`config.mk`:
```
export PLATFORM = sky130hd
export DESIGN_NAME = sdpram_rr_arbiter_flat
export DESIGN_NICKNAME = d
export VERILOG_FILES = /design/src/rtl/sdpram_rr_arbiter_if.sv /design/src/rtl/sdpram_rr_arbiter.sv /design/src/flat_wrapper.sv
export SDC_FILE = /design/constraint.sdc
export NUM_CORES = 1
export LEC_CHECK = 0
export CAP_MARGIN = 20
export CORE_MARGIN = 3
export CORE_UTILIZATION = 38
export CTS_CLUSTER_DIAMETER = 200
export DETAILED_ROUTE_END_ITERATION = 12
export MAX_ROUTING_LAYER = met4
export PLACE_DENSITY = 0.84
export SLEW_MARGIN = 15
export SYNTH_ARGS = -nofsm -noshare
export SYNTH_HDL_FRONTEND = slang
export SYNTH_SLANG_ARGS = --single-unit
```
`constraint.sdc`:
```
create_clock -name clk -period 4.99 [get_ports clk]
set_clock_uncertainty 0.1 [all_clocks]
set_input_delay 0.998 -clock clk [delete_from_list [all_inputs] [get_ports clk]]
set_output_delay 0.998 -clock clk [all_outputs]
set_load 0.03 [all_outputs]
```
`src/rtl/sdpram_rr_arbiter_if.sv`:
```
// Purpose: client + RAM-side signal bundle for sdpram_rr_arbiter.
// Latency: n/a (wires only).
// Backpressure: requesters hold req/addr/data until their grant bit is seen.
// Modports: slave = arbiter side, master = clients plus RAM side.
interface sdpram_rr_arbiter_if #(
    parameter int DATA_WIDTH = 32,
    parameter int MEM_DEPTH  = 1024
);
    localparam int ADDR_WIDTH = $clog2(MEM_DEPTH);

    // write requesters
    logic [1:0]            wr_req;
    logic [ADDR_WIDTH-1:0] wr_addr0;
    logic [ADDR_WIDTH-1:0] wr_addr1;
    logic [DATA_WIDTH-1:0] wr_data0;
    logic [DATA_WIDTH-1:0] wr_data1;
    logic [1:0]            wr_gnt;
    // read requesters
    logic [1:0]            rd_req;
    logic [ADDR_WIDTH-1:0] rd_addr0;
    logic [ADDR_WIDTH-1:0] rd_addr1;
    logic [1:0]            rd_gnt;
    logic [DATA_WIDTH-1:0] rd_data;
    logic [1:0]            rd_valid;
    logic                  err_orphan;
    // RAM side
    logic [ADDR_WIDTH-1:0] addra;
    logic                  wena;
    logic [DATA_WIDTH-1:0] dina;
    logic [ADDR_WIDTH-1:0] addrb;
    logic                  renb;
    logic [DATA_WIDTH-1:0] doutb;
    logic                  dvalb;

    modport slave (
        input  wr_req, wr_addr0, wr_addr1, wr_data0, wr_data1,
        output wr_gnt,
        input  rd_req, rd_addr0, rd_addr1,
        output rd_gnt, rd_data, rd_valid, err_orphan,
        output addra, wena, dina, addrb, renb,
        input  doutb, dvalb
    );

    modport master (
        output wr_req, wr_addr0, wr_addr1, wr_data0, wr_data1,
        input  wr_gnt,
        output rd_req, rd_addr0, rd_addr1,
        input  rd_gnt, rd_data, rd_valid, err_orphan,
        input  addra, wena, dina, addrb, renb,
        output doutb, dvalb
    );
endinterface

```
`src/rtl/sdpram_rr_arbiter.sv`:
```
// Purpose: round-robin share of one simple dual-port RAM by 2 writers and 2 readers.
// Latency: grant same cycle; RAM write at N+1; renb at N+1, rd_valid at N+2.
// Backpressure: losers hold req; a read colliding with the granted write waits one cycle.
// Ports: clk, rst (async, active-low), bus (slave modport: requester and RAM signals).
module sdpram_rr_arbiter #(
    parameter int DATA_WIDTH = 32,
    parameter int MEM_DEPTH  = 1024
) (
    input  logic                 clk,
    input  logic                 rst,
    sdpram_rr_arbiter_if.slave   bus
);
    localparam int ADDR_WIDTH = $clog2(MEM_DEPTH);

    // last-granted requester index; 1 after reset so requester 0 wins the first tie
    logic                  wr_last_q, wr_last_d;
    logic                  rd_last_q, rd_last_d;
    logic                  wena_q, wena_d;
    logic [ADDR_WIDTH-1:0] addra_q, addra_d;
    logic [DATA_WIDTH-1:0] dina_q, dina_d;
    logic                  renb_q, renb_d;
    logic [ADDR_WIDTH-1:0] addrb_q, addrb_d;
    // read tag pipeline: stage 1 lines up with renb, stage 2 with dvalb
    logic                  tag1_vld_q, tag1_vld_d;
    logic                  tag1_id_q, tag1_id_d;
    logic                  tag2_vld_q, tag2_vld_d;
    logic                  tag2_id_q, tag2_id_d;
    logic                  err_orphan_q, err_orphan_d;

    logic [1:0]            wr_gnt;
    logic [1:0]            rd_pick;
    logic [1:0]            rd_gnt;
    logic [ADDR_WIDTH-1:0] wr_addr_w;
    logic [DATA_WIDTH-1:0] wr_data_w;
    logic [ADDR_WIDTH-1:0] rd_addr_w;
    logic                  collision;

    // arbitration
    always_comb begin
        wr_gnt = 2'b00;
        case (bus.wr_req)
            2'b01:   wr_gnt = 2'b01;
            2'b10:   wr_gnt = 2'b10;
            2'b11:   wr_gnt = wr_last_q ? 2'b01 : 2'b10;
            default: wr_gnt = 2'b00;
        endcase

        rd_pick = 2'b00;
        case (bus.rd_req)
            2'b01:   rd_pick = 2'b01;
            2'b10:   rd_pick = 2'b10;
            2'b11:   rd_pick = rd_last_q ? 2'b01 : 2'b10;
            default: rd_pick = 2'b00;
        endcase

        wr_addr_w = wr_gnt[1]  ? bus.wr_addr1 : bus.wr_addr0;
        wr_data_w = wr_gnt[1]  ? bus.wr_data1 : bus.wr_data0;
        rd_addr_w = rd_pick[1] ? bus.rd_addr1 : bus.rd_addr0;

        // Holding the read back one cycle puts it behind the write in the RAM,
        // so it returns the new data without any bypass path.
        collision = (|wr_gnt) && (|rd_pick) && (wr_addr_w == rd_addr_w);
        rd_gnt    = collision ? 2'b00 : rd_pick;
    end

    // next state
    always_comb begin
        wr_last_d    = wr_last_q;
        rd_last_d    = rd_last_q;
        wena_d       = |wr_gnt;
        addra_d      = addra_q;
        dina_d       = dina_q;
        renb_d       = |rd_gnt;
        addrb_d      = addrb_q;
        tag1_vld_d   = |rd_gnt;
        tag1_id_d    = rd_gnt[1];
        tag2_vld_d   = tag1_vld_q;
        tag2_id_d    = tag1_id_q;
        err_orphan_d = err_orphan_q | (bus.dvalb & ~tag2_vld_q);

        if (|wr_gnt) begin
            wr_last_d = wr_gnt[1];
            addra_d   = wr_addr_w;
            dina_d    = wr_data_w;
        end
        if (|rd_gnt) begin
            rd_last_d = rd_gnt[1];
            addrb_d   = rd_addr_w;
        end
    end

    always_ff @(posedge clk or negedge rst) begin
        if (!rst) begin
            wr_last_q    <= 1'b1;
            rd_last_q    <= 1'b1;
            wena_q       <= 1'b0;
            addra_q      <= '0;
            dina_q       <= '0;
            renb_q       <= 1'b0;
            addrb_q      <= '0;
            tag1_vld_q   <= 1'b0;
            tag1_id_q    <= 1'b0;
            tag2_vld_q   <= 1'b0;
            tag2_id_q    <= 1'b0;
            err_orphan_q <= 1'b0;
        end else begin
            wr_last_q    <= wr_last_d;
            rd_last_q    <= rd_last_d;
            wena_q       <= wena_d;
            addra_q      <= addra_d;
            dina_q       <= dina_d;
            renb_q       <= renb_d;
            addrb_q      <= addrb_d;
            tag1_vld_q   <= tag1_vld_d;
            tag1_id_q    <= tag1_id_d;
            tag2_vld_q   <= tag2_vld_d;
            tag2_id_q    <= tag2_id_d;
            err_orphan_q <= err_orphan_d;
        end
    end

    // outputs; grants are forced low while reset is held
    always_comb begin
        bus.wr_gnt = rst ? wr_gnt : 2'b00;
        bus.rd_gnt = rst ? rd_gnt : 2'b00;
        bus.rd_valid = 2'b00;
        if (bus.dvalb && tag2_vld_q) begin
            bus.rd_valid = tag2_id_q ? 2'b10 : 2'b01;
        end
    end

    assign bus.rd_data    = bus.doutb;
    assign bus.err_orphan = err_orphan_q;
    assign bus.addra      = addra_q;
    assign bus.wena       = wena_q;
    assign bus.dina       = dina_q;
    assign bus.addrb      = addrb_q;
    assign bus.renb       = renb_q;
endmodule

```
`src/flat_wrapper.sv`:
```
// flat-port wrapper written by rule: the top's interface ports become plain ports
module sdpram_rr_arbiter_flat 
#(
    parameter int DATA_WIDTH = 32,
    parameter int MEM_DEPTH  = 1024
)
  (clk, rst, bus_wr_req, bus_wr_addr0, bus_wr_addr1, bus_wr_data0, bus_wr_data1, bus_wr_gnt, bus_rd_req, bus_rd_addr0, bus_rd_addr1, bus_rd_gnt, bus_rd_data, bus_rd_valid, bus_err_orphan, bus_addra, bus_wena, bus_dina, bus_addrb, bus_renb, bus_doutb, bus_dvalb);
  sdpram_rr_arbiter_if #(.DATA_WIDTH(DATA_WIDTH), .MEM_DEPTH(MEM_DEPTH)) bus_i ();
  input  logic clk;
  input  logic rst;
  input wire logic [$bits(bus_i.wr_req)-1:0] bus_wr_req;
  input wire logic [$bits(bus_i.wr_addr0)-1:0] bus_wr_addr0;
  input wire logic [$bits(bus_i.wr_addr1)-1:0] bus_wr_addr1;
  input wire logic [$bits(bus_i.wr_data0)-1:0] bus_wr_data0;
  input wire logic [$bits(bus_i.wr_data1)-1:0] bus_wr_data1;
  output wire logic [$bits(bus_i.wr_gnt)-1:0] bus_wr_gnt;
  input wire logic [$bits(bus_i.rd_req)-1:0] bus_rd_req;
  input wire logic [$bits(bus_i.rd_addr0)-1:0] bus_rd_addr0;
  input wire logic [$bits(bus_i.rd_addr1)-1:0] bus_rd_addr1;
  output wire logic [$bits(bus_i.rd_gnt)-1:0] bus_rd_gnt;
  output wire logic [$bits(bus_i.rd_data)-1:0] bus_rd_data;
  output wire logic [$bits(bus_i.rd_valid)-1:0] bus_rd_valid;
  output wire logic [$bits(bus_i.err_orphan)-1:0] bus_err_orphan;
  output wire logic [$bits(bus_i.addra)-1:0] bus_addra;
  output wire logic [$bits(bus_i.wena)-1:0] bus_wena;
  output wire logic [$bits(bus_i.dina)-1:0] bus_dina;
  output wire logic [$bits(bus_i.addrb)-1:0] bus_addrb;
  output wire logic [$bits(bus_i.renb)-1:0] bus_renb;
  input wire logic [$bits(bus_i.doutb)-1:0] bus_doutb;
  input wire logic [$bits(bus_i.dvalb)-1:0] bus_dvalb;
  assign bus_i.wr_req = bus_wr_req;
  assign bus_i.wr_addr0 = bus_wr_addr0;
  assign bus_i.wr_addr1 = bus_wr_addr1;
  assign bus_i.wr_data0 = bus_wr_data0;
  assign bus_i.wr_data1 = bus_wr_data1;
  assign bus_wr_gnt = bus_i.wr_gnt;
  assign bus_i.rd_req = bus_rd_req;
  assign bus_i.rd_addr0 = bus_rd_addr0;
  assign bus_i.rd_addr1 = bus_rd_addr1;
  assign bus_rd_gnt = bus_i.rd_gnt;
  assign bus_rd_data = bus_i.rd_data;
  assign bus_rd_valid = bus_i.rd_valid;
  assign bus_err_orphan = bus_i.err_orphan;
  assign bus_addra = bus_i.addra;
  assign bus_wena = bus_i.wena;
  assign bus_dina = bus_i.dina;
  assign bus_addrb = bus_i.addrb;
  assign bus_renb = bus_i.renb;
  assign bus_i.doutb = bus_doutb;
  assign bus_i.dvalb = bus_dvalb;
  sdpram_rr_arbiter #(.DATA_WIDTH(DATA_WIDTH), .MEM_DEPTH(MEM_DEPTH)) u_core (.clk(clk), .rst(rst), .bus(bus_i));
endmodule
```
==> metrics.txt, run 1 <==
setup tns final 0 ns; fin. max-slew vios 0; status complete, no violations; Syn Area/Cell between 8 and 9 µm²; Antenna diodes 0; area of the multi-input gates between 1000 and 1500 µm²; CTS resizes 0; Final #Nets approximately 660; core box area around 8400 µm²; Slew headroom a little over two fifths; Tcrit/Tclk final a little over nine tenths; sequential area share after synthesis between 40% and 50%; HPWL Detailed slightly above 8 mm; fillcell total about 720; fin worst setup slack approximately 0.087 ns; final hold vios 0; clk slew on worst S/H paths 0.07 ns; later-pin clock latency in the skew report 0.32 ns; net count after synthesis approximately 520; drt drc 0; post-synthesis cell area around 3400 µm²; Sink Count 60; Worst Path Max Fanout 9; setup slack at placement approximately 0.019 ns; Wirelength per Cell 17.3 µm; WP data required 3.89 ns; Max Cap Viol 0; internal power component ~1000 µW; measured slew at the worst slew-check pin around 0.85 ns; First DRT Iteration DRCs around 130; Tmin final just under 5 ns; WL final 10.8 mm; number of port buffers approximately 170; Switching Fraction between 30% and 40%; TritonRoute pass-1 iters 4; layout cells sized above 1 between 7 and 8%; die width between 100 and 150 µm; Worst Path Arrival about 3.8 ns; postcts setup bufs 0; Initial Util between 40% and 50%; full die area 10100 µm²; GP Congestion between 0.9 and 1; Die Y between 100 and 150 µm; Flop pwr share a little under two fifths; largest net degree at the start of global routing 98; total gr overflow 0; Setup CP Type primary input to primary output; clock group share of total power about a quarter; leakage approximately 0.0022 µW; net switching power between 500 and 600 µW; initial antenna violation count 0; crit start category primary input; Worst Hold Class flip-flop to flip-flop; Rows 33; unrepaired setup endpoints after global routing false; Synth warnings 0; register area approximately 1500 µm²; fin util around three fifths; achievable clock frequency ~0.20 GHz; CTS Buf Count 9; root buffer cell clkbuf_8; Synth Instances 379; first-pass GRT wire length between 15 and 20 mm; Finish-stage setup viols 0; ANT nets after route 0; P&R area growth vs syn 52.0%; worst vdd ir 0.000215 V; H-tree levels 3; Total GRT Usage 21.3%; I/O Pins 236; TritonCTS clock tree built; PwrDens approximately 300 nW/µm²; clock tree buffer depth 2; Combinational Power Share around 36%; Hold-fix buffers, CTS 0; vias in the first global route between 3000 and 4000; Yosys reg bits 60; Netlist cell types 34; Crit. End Element primary output; vias post-DR about 3300; via/cell ratio 5.21
[final timing paths]
kind / from / endpoint / slack (ns) / depth (start not counted)
setup reg to reg: u_core.rd_last_q$_DFFE_PN1P_ / u_core.bus.addrb[7]$_DFFE_PN0P_ / 2.00 / 8
min in group asynchronous: rst / u_core.bus.addrb[7]$_DFFE_PN0P_ / 0.49 / 1
setup / recovery: bus_rd_req[1] / bus_rd_gnt[0] / 0.09 / 9
hold reg to reg: u_core.tag1_id_q$_DFF_PN0_ / u_core.tag2_id_q$_DFF_PN0_ / 0.26 / 0
hold / removal: u_core.tag1_id_q$_DFF_PN0_ / u_core.tag2_id_q$_DFF_PN0_ / 0.26 / 0
max in group asynchronous: rst / u_core.bus.dina[9]$_DFFE_PN0P_ / 3.37 / 2
[cell usage after synthesis]
library cell / count / area share (%)
xnor2_1: 7 / 1.8
and3_1: 1 / 0.19
or4_4: 1 / 0.33
o31ai_4: 1 / 0.63
mux2i_1: 30 / 8.9
or2_2: 1 / 0.19
nand4_1: 1 / 0.19
or4_1: 1 / 0.22
nor3_1: 2 / 0.30
nor2b_1: 1 / 0.19
xor2_1: 3 / 0.78
dfrtp_1: 58 / 43
buf_6: 2 / 0.67
a21boi_4: 1 / 0.55
a31oi_1: 32 / 5.9
nor2_1: 44 / 4.9
clkbuf_1: 19 / 2.1
nor3b_1: 1 / 0.22
a21o_1: 1 / 0.22
a21boi_2: 1 / 0.33
o22ai_1: 32 / 5.9
buf_4: 34 / 7.5
inv_1: 46 / 5.1
and2_1: 1 / 0.19
clkinv_1: 1 / 0.11
o21ai_0: 2 / 0.30
dfstp_2: 2 / 1.6
or2_0: 1 / 0.19
nand2_1: 5 / 0.55
nand3_1: 1 / 0.15
buf_1: 2 / 0.22
buf_2: 1 / 0.15
a21oi_1: 42 / 6.2
o221a_2: 1 / 0.33
[power groups by stage]
stage          logic, µW  registers (µW)  clock network (µW)
2_1_floorplan        223             698                   0
3_3_place_gp         537             590                   0
3_5_place_dp         550             592                   0
4_1_cts              551             585                 429
5_1_grt              589             591                 444
6_report             553             585                 415
[state kept, by name (all words and copies together) (netlist names)]
register               count
u_core.bus.addra          10
u_core.bus.addrb          10
u_core.bus.dina           32
u_core.bus.err_orphan      1
u_core.bus.renb            1
u_core.bus.wena            1
u_core.rd_last_q           1
u_core.tag1_id_q           1
u_core.tag2_id_q           1
u_core.tag2_vld_q          1
u_core.wr_last_q           1
[through the flow]
stage / hold WS (ns) / instance area, µm² / cells / total power, µW
5_1_grt: 0.270 / 5140 / 625 / 1620
4_1_cts: 0.260 / 5120 / 624 / 1560
3_3_place_gp: 0.234 / 4930 / 608 / 1130
6_report: 0.256 / 5140 / 625 / 1550
2_1_floorplan: 0.231 / 3380 / 379 / 922
3_5_place_dp: 0.243 / 4930 / 608 / 1140
[routing by layer]
layer | track usage [%] | part of all wire, % | up-vias | routed length, µm
met5 | - | 0 | - | 0
met4 | 9.02 | 2.9 | 0 | 311
met3 | 3.06 | 6.5 | 31 | 700
met2 | 35.3 | 50 | 153 | 5440
met1 | 26.0 | 40 | 1538 | 4370
li1 | - | - | 1537 | -
[cells by family (layout without fill, tap and decap cells)]
group,count (synthesis),count (layout),synth area share [%]
AO/OA/AOI/OAI,113,113,20.4
buffers and inverters,105,246,15.9
AND/OR/NAND/NOR,61,61,7.77
flip-flops,60,60,44.5
multiplexers,30,30,8.88
XOR/XNOR,10,10,2.59
[cells in the final DEF (no fill, tap or decap), types with 2 or more instances in the layout]
| master | Yosys | final |
|---|---|---|
| a21oi_1 | 42 | 42 |
| a31oi_1 | 32 | 32 |
| buf_2 | 1 | 2 |
| buf_4 | 34 | 12 |
| clkbuf_1 | 19 | 2 |
| clkbuf_8 | 0 | 9 |
| clkdlybuf4s50_1 | 0 | 168 |
| clkinv_2 | 0 | 3 |
| dfrtp_1 | 58 | 58 |
| dfstp_2 | 2 | 2 |
| inv_1 | 46 | 46 |
| mux2i_1 | 30 | 29 |
| nand2_1 | 5 | 5 |
| nor2_1 | 44 | 44 |
| o21ai_0 | 2 | 2 |
| o22ai_1 | 32 | 32 |
| xnor2_1 | 7 | 7 |
| xor2_1 | 3 | 3 |
[final cells by class]
class                   instances  area share (%)
well taps                     105            2.55
clock buffers                  11            2.55
inverters                      47            3.43
flip-flops and latches         60            29.2
repair buffers                183            34.9
clock inverters                 5            1.02
multi-input cells             214            26.3
[worst max-delay path, stage by stage]
cell and delay [ns]:
clkdlybuf4s50_1 0.52, a21boi_2 0.32, buf_4 0.26, mux2i_1 0.37
xnor2_1 0.18, nand3_1 0.15, nor3_2 0.29, nor3_1 0.10
clkdlybuf4s50_1 0.60
Power figures use the tool's default switching activity.
==> run 2: changes to the inputs <==
CTS_CLUSTER_SIZE = 14   (was not set)
==> results of run 2 <==
No change in the layout: final DEF, timing and power equal those of run 1.
==> patch (settings of run 2) <==
`addra_q`, `dina_q` and `addrb_q` no longer have a reset.
--- a/src/rtl/sdpram_rr_arbiter.sv
+++ b/src/rtl/sdpram_rr_arbiter.sv
@@ -94,10 +94,7 @@
             wr_last_q    <= 1'b1;
             rd_last_q    <= 1'b1;
             wena_q       <= 1'b0;
-            addra_q      <= '0;
-            dina_q       <= '0;
             renb_q       <= 1'b0;
-            addrb_q      <= '0;
             tag1_vld_q   <= 1'b0;
             tag1_id_q    <= 1'b0;
             tag2_vld_q   <= 1'b0;
@@ -107,16 +104,19 @@
             wr_last_q    <= wr_last_d;
             rd_last_q    <= rd_last_d;
             wena_q       <= wena_d;
-            addra_q      <= addra_d;
-            dina_q       <= dina_d;
             renb_q       <= renb_d;
-            addrb_q      <= addrb_d;
             tag1_vld_q   <= tag1_vld_d;
             tag1_id_q    <= tag1_id_d;
             tag2_vld_q   <= tag2_vld_d;
             tag2_id_q    <= tag2_id_d;
             err_orphan_q <= err_orphan_d;
         end
+    end
+
+    always_ff @(posedge clk) begin
+        addra_q <= addra_d;
+        dina_q  <= dina_d;
+        addrb_q <= addrb_d;
     end
 
     // outputs; grants are forced low while reset is held
Function: changed (Yosys sat finds a counterexample within 4 cycles, from zero or initial values and one cycle with rst low).
==> patch against run 2 <==
Via count down 37%; non-clock buffer count down 1; area after synthesis down 14%; worst setup slack better by 0.078 ns; first-iteration DRC count down 53%; clock power down 1%; total power down 8.4%; sequential cell count unchanged; worst hold slack better by 0.0087 ns; final area down 7.2%; wire length down 30%; die area down 13%; largest power group unchanged.
==> patch: results (changes against run 2) <==
metric;value;unit;change
status;completed;;unchanged
max_slew headroom;0.2669;;was 0.4326
VDD IR max;159.0;uV;was 214.7 uV
routability cong.;0.7694;;was 0.9366
Critical Path AT;3.73;ns;was 3.80 ns
DRT iter0 DRCs;60;;was 129
vias in the first global route;2278;;was 3,282
max FFs per register;32;;unchanged
post-synthesis mux area share;0.2051;;was 0.08876
sequential fraction of the synthesis area;0.6062;;was 0.4445
EDFF count, synth;52;;was 0
FF-to-FF Start;u_core.wr_last_q;;was u_core.rd_last_q
XOR/XNOR share of the synthesized area;0.03009;;was 0.02589
layout cells sized above 1;0.2471;;was 0.07500
global-route wire length before repair;11330;um;was 16,300 um
WL/cell;16.90;um;was 17.32 um
crit path from;bus_rd_req[1];;unchanged
Leak;1.802;nW;was 2.203 nW
CTS buffer count;9;;unchanged
largest net degree at the start of global routing;44;;was 98
drt first pass iters;4;;unchanged
Final Util;0.6513;;was 0.6105
DR vias/cell;4.609;;was 5.214
area share of fa/ha/maj cells after synthesis;0;;unchanged
Synth cell types;27;;was 34
Avg Cell Area, Syn;15.56;um^2;was 8.927 um^2
half-perimeter wire length after placement;5954;um;was 8168 um
Max Fanout on Critical Path;12;;was 9
post-synth net total;330;;was 522
# DRC;0;;unchanged
Routed WL;7553;um;was 10,830 um
GRT Util Overall;0.1772;;was 0.2128
Hold/Removal Path Class;reg2reg;;unchanged
Compound-Gate Fraction of Synth Area;0.02150;;was 0.2041
# placed instances;429;;was 608
nets@finish;486;;was 658
r2r setup slk;2.12;ns;was 2.00 ns
top cells by area, synth;edfxtp_1 (54%), mux2_2 (19%), buf_4 (8.3%);;was dfrtp_1 (43%), mux2i_1 (8.9%), buf_4 (7.5%)
asr flop ratio synth;0.1333;;was 1.000
commonest cells in the netlist;edfxtp_1 (52), mux2_2 (49), buf_4 (32);;was dfrtp_1 (58), inv_1 (46), nor2_1 (44)
patch: changes by cell type after synthesis, moves of 30 or more:
cell	run 2	this run
dfrtp_1	58	6
edfxtp_1	0	52
mux2_2	0	49
inv_1	46	3
a21oi_1	42	0
nor2_1	44	3
a31oi_1	32	0
o22ai_1	32	0
mux2i_1	30	0
patch: repair_timing:
item                       CTS  global route
setup endpoints to repair    2             0
buffers inserted             2             0
resized for setup            2             0
hold buffers                 0             0
patch: worst paths after layout:
path,to,cells past startpoint
worst max-delay path,bus_rd_gnt[1],9
worst min-delay path,u_core.tag2_id_q,0
worst max register to register,u_core.bus.addrb[2],8
worst min register to register,u_core.tag2_id_q,0
max in group asynchronous,u_core.wr_last_q,1
min in group asynchronous,u_core.bus.wena,1
patch: routing by layer:
metal | GRT usage | share of wire | up-vias | wire length [um]
met5 | - | 0 | - | 0
met4 | 0.07937 | 0.026 | 0 | 198
met3 | 0.05712 | 0.095 | 24 | 718
met2 | 0.3115 | 0.53 | 131 | 4002
met1 | 0.1793 | 0.35 | 941 | 2633
li1 | - | - | 964 | -
patch: kinds of logic (layout without fill, tap and decap cells):
logic type | count (synthesis) | in the layout
flip-flops | 60 | 60
multiplexers | 52 | 52
XOR/XNOR | 10 | 10
AND/OR/NAND/NOR | 17 | 17
AO/OA/AOI/OAI | 8 | 8
buffers and inverters | 40 | 201
patch: area by class of cell:
class | count | area (um^2)
fill | 556 | 2556
clock buffer | 11 | 131.4
tap | 99 | 123.9
sequential | 60 | 1764
multi-input combinational | 87 | 874.6
clock inverter | 5 | 52.55
inverter | 3 | 11.26
timing repair buffer | 182 | 1817
patch: power by group:
| part | switching, W | internal (W) |
|---|---|---|
| Combinational | 0.000181 | 0.000214 |
| Clock | 0.000181 | 0.000228 |
| Sequential | 0.0000147 | 0.000605 |
| Total | 0.000377 | 0.00105 |
patch: per-stage QoR:
step | cell area (um^2) | hold slack (ns) | worst slack (ns) | power, W
3_5_place_dp | 4566 | 0.2410 | -0.1356 | 0.001025
3_3_place_gp | 4566 | 0.2326 | -0.07542 | 0.001019
5_1_grt | 4775 | 0.2813 | 0.09207 | 0.001483
4_1_cts | 4775 | 0.2671 | 0.1960 | 0.001443
6_report | 4775 | 0.2652 | 0.1655 | 0.001424
2_1_floorplan | 2910 | 0.2312 | 0.9156 | 0.0008691
patch: worst max-delay path, stage by stage:
cell             delay (ns)
clkdlybuf4s50_1        0.47
a21boi_2               0.23
buf_12                 0.17
mux2_2                 0.35
xor2_1                 0.17
or4_4                  0.54
nor3_4                 0.23
and3b_1                0.20
dlygate4sd2_1          0.36
